==> src/rtl/debug_controller.sv <==
// UART-driven debug sequencer for the pipelined MIPS datapath: program load, run/step, state dump.
// Optional CYCLE_COUNT_EN appends a saturating enabled-cycle counter as the final dump word.
module debug_controller #(
    parameter int IMEM_AW    = 10,
    parameter int DUMP_WORDS = 33,
    parameter int DUMP_SEL_W = 6
) (
    input  logic                  clk,
    input  logic                  reset,
    input  logic [7:0]            rx_data,
    input  logic                  rx_valid,
    output logic [7:0]            tx_data,
    output logic                  tx_start,
    input  logic                  tx_busy,
    output logic                  pipe_en,
    output logic                  pipe_flush,
    output logic                  imem_we,
    output logic [IMEM_AW-1:0]    imem_addr,
    output logic [31:0]           imem_wdata,
    input  logic                  halt_in,
    output logic [DUMP_SEL_W-1:0] dump_sel,
    input  logic [31:0]           dump_word,
    output logic                  busy
);

`ifdef CYCLE_COUNT_EN
    localparam int NUM_WORDS = DUMP_WORDS + 1;
`else
    localparam int NUM_WORDS = DUMP_WORDS;
`endif
    localparam logic [DUMP_SEL_W-1:0] LAST_SEL = DUMP_SEL_W'(NUM_WORDS - 1);

    typedef enum logic [3:0] {
        IDLE, LD_LEN0, LD_LEN1, LD_DATA, FLUSH, STEP, RUN,
        DUMP_SEL, DUMP_LATCH, DUMP_SEND, DUMP_GAP
    } state_t;

    state_t               state, stateNext;
    logic [7:0]           lenLo;
    logic [15:0]          wordsLeft;
    logic [IMEM_AW-1:0]   addrCnt;
    logic [1:0]           byteCnt;
    logic [31:0]          shiftReg;
    logic                 takeByte, wordDone, sendNow;

    assign pipe_en = (state == RUN && !halt_in) || state == STEP;

    always_ff @(posedge clk or posedge reset) begin
        if (reset) state <= IDLE;
        else       state <= stateNext;
    end

    always_comb begin
        stateNext = state;
        takeByte  = 1'b0;
        wordDone  = 1'b0;
        sendNow   = 1'b0;
        unique case (state)
            IDLE: if (rx_valid) begin
                case (rx_data)
                    8'h4C:   stateNext = LD_LEN0;
                    8'h53:   stateNext = STEP;
                    8'h52:   stateNext = RUN;
                    8'h44:   stateNext = DUMP_SEL;
                    default: stateNext = IDLE;
                endcase
            end
            LD_LEN0: if (rx_valid) stateNext = LD_LEN1;
            LD_LEN1: if (rx_valid) stateNext = ({rx_data, lenLo} == 16'd0) ? FLUSH : LD_DATA;
            LD_DATA: if (rx_valid) begin
                takeByte = 1'b1;
                if (byteCnt == 2'd3) begin
                    wordDone = 1'b1;
                    if (wordsLeft == 16'd1) stateNext = FLUSH;
                end
            end
            FLUSH:      stateNext = IDLE;
            STEP:       stateNext = DUMP_SEL;
            RUN:        if (halt_in) stateNext = DUMP_SEL;
            DUMP_SEL:   stateNext = DUMP_LATCH;
            DUMP_LATCH: stateNext = DUMP_SEND;
            DUMP_SEND: if (!tx_busy) begin
                sendNow   = 1'b1;
                stateNext = DUMP_GAP;
            end
            // byteCnt wraps to 0 after the 4th byte of a word
            DUMP_GAP: begin
                if (byteCnt != 2'd0)          stateNext = DUMP_SEND;
                else if (dump_sel == LAST_SEL) stateNext = IDLE;
                else                           stateNext = DUMP_SEL;
            end
            default: stateNext = IDLE;
        endcase
    end

`ifdef CYCLE_COUNT_EN
    logic [31:0] cycleCnt;

    always_ff @(posedge clk or posedge reset) begin
        if (reset)                         cycleCnt <= '0;
        else if (pipe_flush)               cycleCnt <= '0;
        else if (pipe_en && cycleCnt != '1) cycleCnt <= cycleCnt + 32'd1;
    end
`endif

    always_ff @(posedge clk or posedge reset) begin
        if (reset) begin
            tx_data    <= '0;
            tx_start   <= 1'b0;
            pipe_flush <= 1'b0;
            imem_we    <= 1'b0;
            imem_addr  <= '0;
            imem_wdata <= '0;
            dump_sel   <= '0;
            busy       <= 1'b0;
            lenLo      <= '0;
            wordsLeft  <= '0;
            addrCnt    <= '0;
            byteCnt    <= '0;
            shiftReg   <= '0;
        end else begin
            imem_we    <= 1'b0;
            tx_start   <= 1'b0;
            pipe_flush <= (stateNext == FLUSH);
            busy       <= (stateNext != IDLE);

            if (state == LD_LEN0 && rx_valid) lenLo <= rx_data;
            if (state == LD_LEN1 && rx_valid) begin
                wordsLeft <= {rx_data, lenLo};
                addrCnt   <= '0;
                byteCnt   <= '0;
            end
            if (takeByte) begin
                shiftReg <= {rx_data, shiftReg[31:8]};
                byteCnt  <= byteCnt + 2'd1;
            end
            if (wordDone) begin
                imem_we    <= 1'b1;
                imem_addr  <= addrCnt;
                imem_wdata <= {rx_data, shiftReg[31:8]};
                addrCnt    <= addrCnt + 1'b1;
                wordsLeft  <= wordsLeft - 16'd1;
            end

            if (state == DUMP_LATCH) begin
`ifdef CYCLE_COUNT_EN
                shiftReg <= (dump_sel == DUMP_SEL_W'(DUMP_WORDS)) ? cycleCnt : dump_word;
`else
                shiftReg <= dump_word;
`endif
                byteCnt  <= '0;
            end
            if (sendNow) begin
                tx_data  <= shiftReg[7:0];
                tx_start <= 1'b1;
                shiftReg <= {8'h00, shiftReg[31:8]};
                byteCnt  <= byteCnt + 2'd1;
            end
            if (state == DUMP_GAP && byteCnt == 2'd0)
                dump_sel <= (dump_sel == LAST_SEL) ? '0 : dump_sel + 1'b1;
        end
    end

endmodule
==> config.mk <==
export PLATFORM = sky130hd
export DESIGN_NAME = debug_controller
export DESIGN_NICKNAME = d
export VERILOG_FILES = /design/src/rtl/debug_controller.sv
export SDC_FILE = /design/constraint.sdc
export NUM_CORES = 1
export LEC_CHECK = 0
export CORE_ASPECT_RATIO = 0.75
export CORE_MARGIN = 5
export CORE_UTILIZATION = 35
export CTS_BUF_LIST = sky130_fd_sc_hd__clkbuf_8 sky130_fd_sc_hd__clkbuf_16
export DETAILED_ROUTE_END_ITERATION = 8
export RECOVER_POWER = 25
export SLEW_MARGIN = 20
export SYNTH_ARGS = -nofsm -noshare
export SYNTH_HDL_FRONTEND = slang
export SYNTH_SLANG_ARGS = --single-unit
==> constraint.sdc <==
create_clock -name clk -period 5.4 [get_ports clk]
set_clock_uncertainty 0.1 [all_clocks]
set_input_delay 1.08 -clock clk [delete_from_list [all_inputs] [get_ports clk]]
set_output_delay 1.08 -clock clk [all_outputs]
set_load 0.02 [all_outputs]
==> results.yml <==
outcome:
  status: "completed"
die:
  start_util: 0.3540
  die_x_um: 159.9
  core_area_um2: 16670
  die_area_um2: 19590
  die_h_um: 122.5
  pin_count: 106
  num_rows: 41
cts:
  postCtsResizedCells: 0
  postCtsSetupBuffers: 0
  cts_htree_levels: 4
  cts_buffers: 17
  cts.reportedPaths.clkPinSlew_ns: 0.06
  clk_path_buf_depth: 2
  root_buffer: "clkbuf_16"
  cts_tree: "built"
  clk-insertion-delay-late_ns: 0.42
  cts.sinks: 132
  cts_hold_buf: 0
pwr:
  power_frac_comb: 0.278
  irDropWorstVdd_uv: 213.7
  pwr-share-seq: 0.417
  switching_power_w: 0.001310
  switching_share: 0.3385
  internal_power_w: 0.002560
  p_per_area_nw_per_um2: 498.3
  p_leak_nw: 3.458
  power.share.clock: 0.305
worst_hold_path:
  hold_class: "reg -> reg"
worst_setup_path:
  crit_top_cell: "clkdlybuf4s50_1"
  crit_chain: "clkdlybuf4s50_1, o21ai_0, and2_1, clkdlybuf4s50_1"
  slowest_delay_ns: 0.60
  critPathTopFamily: "buffers and inverters"
  crit_slowest_cell: "clkdlybuf4s50_1"
  path_buf_inv: 2
  path_max_fanout: 2
  timing_worst_setup_path_type: "in -> out"
  required_ns: 4.22
  cp-start-kind: "primary input"
  end_kind: "output pin"
  cp.arrival_ns: 2.41
  ff2ff_setup_slack_ns: 2.63
sta:
  hold_viol_final: 0
  timing.final.crit_share: 0.6655
  relSlewSlack: 0.3060
  final-setup-viol-count: 0
  maxSlewViolCount: 0
  setup_tns_ns: 0
  rsz0062_at_grt: "false"
  min_period_ns: 3.594
  tightest_slew_ns: 1.033
  max_freq_mhz: 278.3
yosys:
  synthesis.area_um2: 5902
  syn_nets: 665
  synth_flop_cell: "dfrtp_1"
  synth_area_leaders: "dfrtp_1, nand2_1, nor2_1, mux2_2, o22ai_1"
  synth_edf_count: 0
  syn-instance-count: 613
  synth_common_cells: "nand2_1, dfrtp_1, nor2_1"
  synth_warnings: 0
  synth.ff_latch_count: 132
  yosys.area.top_type: "dfrtp_1"
  yosysUniqueCellTypes: 59
  synth_area_per_cell_um2: 9.628
  ys_async_sr_fraction: 1.000
  synth_seq_area_share: 0.5597
  synth_top_cell_area_share: 0.5597
  post-synth-top-count-cell: "nand2_1"
final_layout:
  nets: 765
  final_area_um2: 7766
  fin_util: 0.4658
  diodes: 0
  synthToLayoutAreaGrowth_pct: 31.59
  layout-drive-gt1-share: 0.08402
  stdcell_count: 941
placement:
  placedInstanceArea_um2: 7151
  port_buffers: 105
  gp_congestion: 0.8696
  detailed_place_hpwl_mm: 11.53
  place_inst: 909
routing:
  ant_nets: 0
  drt-initial-drc-count: 414
  firstDrtPassIters: 5
  drc: 0
  drt-wirelength-per-cell_um: 17.56
  routed-via-count: 5028
  drt-total-wl_mm: 16.52
  viasPerCell: 5.343
global_route:
  grt_antenna_before_repair: 0
  track_usage: 0.1685
  grt_pass1_vias: 4820
  grt_pass1_wl_mm: 26.24
  overflow: 0
  grt_max_degree: 85
flow_run:
  cap_violations: 0
metal layers:
| layer | GRT usage | share of wire | vias up |
|---|---|---|---|
| li1 | - | - | 2354 |
| met1 | 0.2434 | 0.48 | 2461 |
| met2 | 0.2429 | 0.43 | 198 |
| met3 | 0.05774 | 0.075 | 15 |
| met4 | 0.04352 | 0.012 | 0 |
| met5 | 0 | 0 | - |
tightest hold or removal path: cells and delay by family, from the launching register on:
family / cells / cell delay (ns)
simple gates: 2 / 0.10
flops: 1 / 0.34
registers in the layout, indices dropped and copies added (netlist names), 4 cells and up:
register    flops
addrCnt        10
dump_sel        6
imem_addr      10
imem_wdata     32
lenLo           8
shiftReg       32
state           4
tx_data         8
wordsLeft      16
worst paths after layout:
path,startpoint,end,depth (start not counted)
min in group asynchronous,reset,imem_wdata[1],2
worst min-delay path,imem_wdata[10],imem_wdata[10],2
worst min register to register,imem_wdata[10],imem_wdata[10],2
worst max-delay path,halt_in,pipe_en,4
max in group asynchronous,reset,state[1],3
worst max register to register,state[0],busy,5
power groups by stage:
| stage | sequential [W] | clock (W) | combinational (W) |
|---|---|---|---|
| after detailed placement | 0.00163 | 0 | 0.00108 |
| final | 0.00162 | 0.00118 | 0.00108 |
| after global placement | 0.00161 | 0 | 0.00106 |
| after CTS | 0.00161 | 0.00120 | 0.00108 |
| after floorplan | 0.00165 | 0 | 0.000571 |
| after global routing | 0.00166 | 0.00125 | 0.00118 |
placed cells by master, fill, tap and decap left out, types with 10 or more instances in the layout:
| cell | Yosys | layout |
|---|---|---|
| nand3_1 | 17 | 16 |
| nor2_1 | 63 | 63 |
| a22oi_1 | 10 | 10 |
| o22ai_1 | 25 | 25 |
| o21ai_0 | 30 | 30 |
| clkbuf_16 | 0 | 17 |
| mux2_2 | 15 | 15 |
| inv_1 | 11 | 12 |
| clkdlybuf4s50_1 | 0 | 104 |
| dfrtp_1 | 132 | 132 |
| nand2_1 | 166 | 166 |
area by class of cell:
type | count | area, um2
fillers | 1560 | 8906
flip-flops and latches | 132 | 3303
multi-input cells | 439 | 2426
repair buffers | 110 | 1101
clock buffers | 19 | 452.9
well taps | 215 | 269.0
clock inverters | 13 | 160.2
inverters | 13 | 53.80
stage by stage:
stage               power, W  hold slack (ns)  setup WS, ns
floorplan           0.002221           0.3448        0.6940
global placement    0.002671           0.3623         1.657
detailed placement  0.002701           0.3623         1.585
CTS                 0.003896           0.3771         1.809
global route        0.004088           0.3984         1.750
finish              0.003870           0.3762         1.806
cells by family (layout without fill, tap and decap cells):
group,after synthesis,in the layout,synth area share
flip-flops,132,132,0.5597
buffers and inverters,42,155,0.03010
multiplexers,19,19,0.03540
XOR/XNOR,3,3,0.004453
AND/OR/NAND/NOR,305,305,0.2357
adder cells (fa/ha/maj),7,7,0.01484
AO/OA/AOI/OAI,105,105,0.1198
Note: power is estimated with default switching activity, not from simulation.
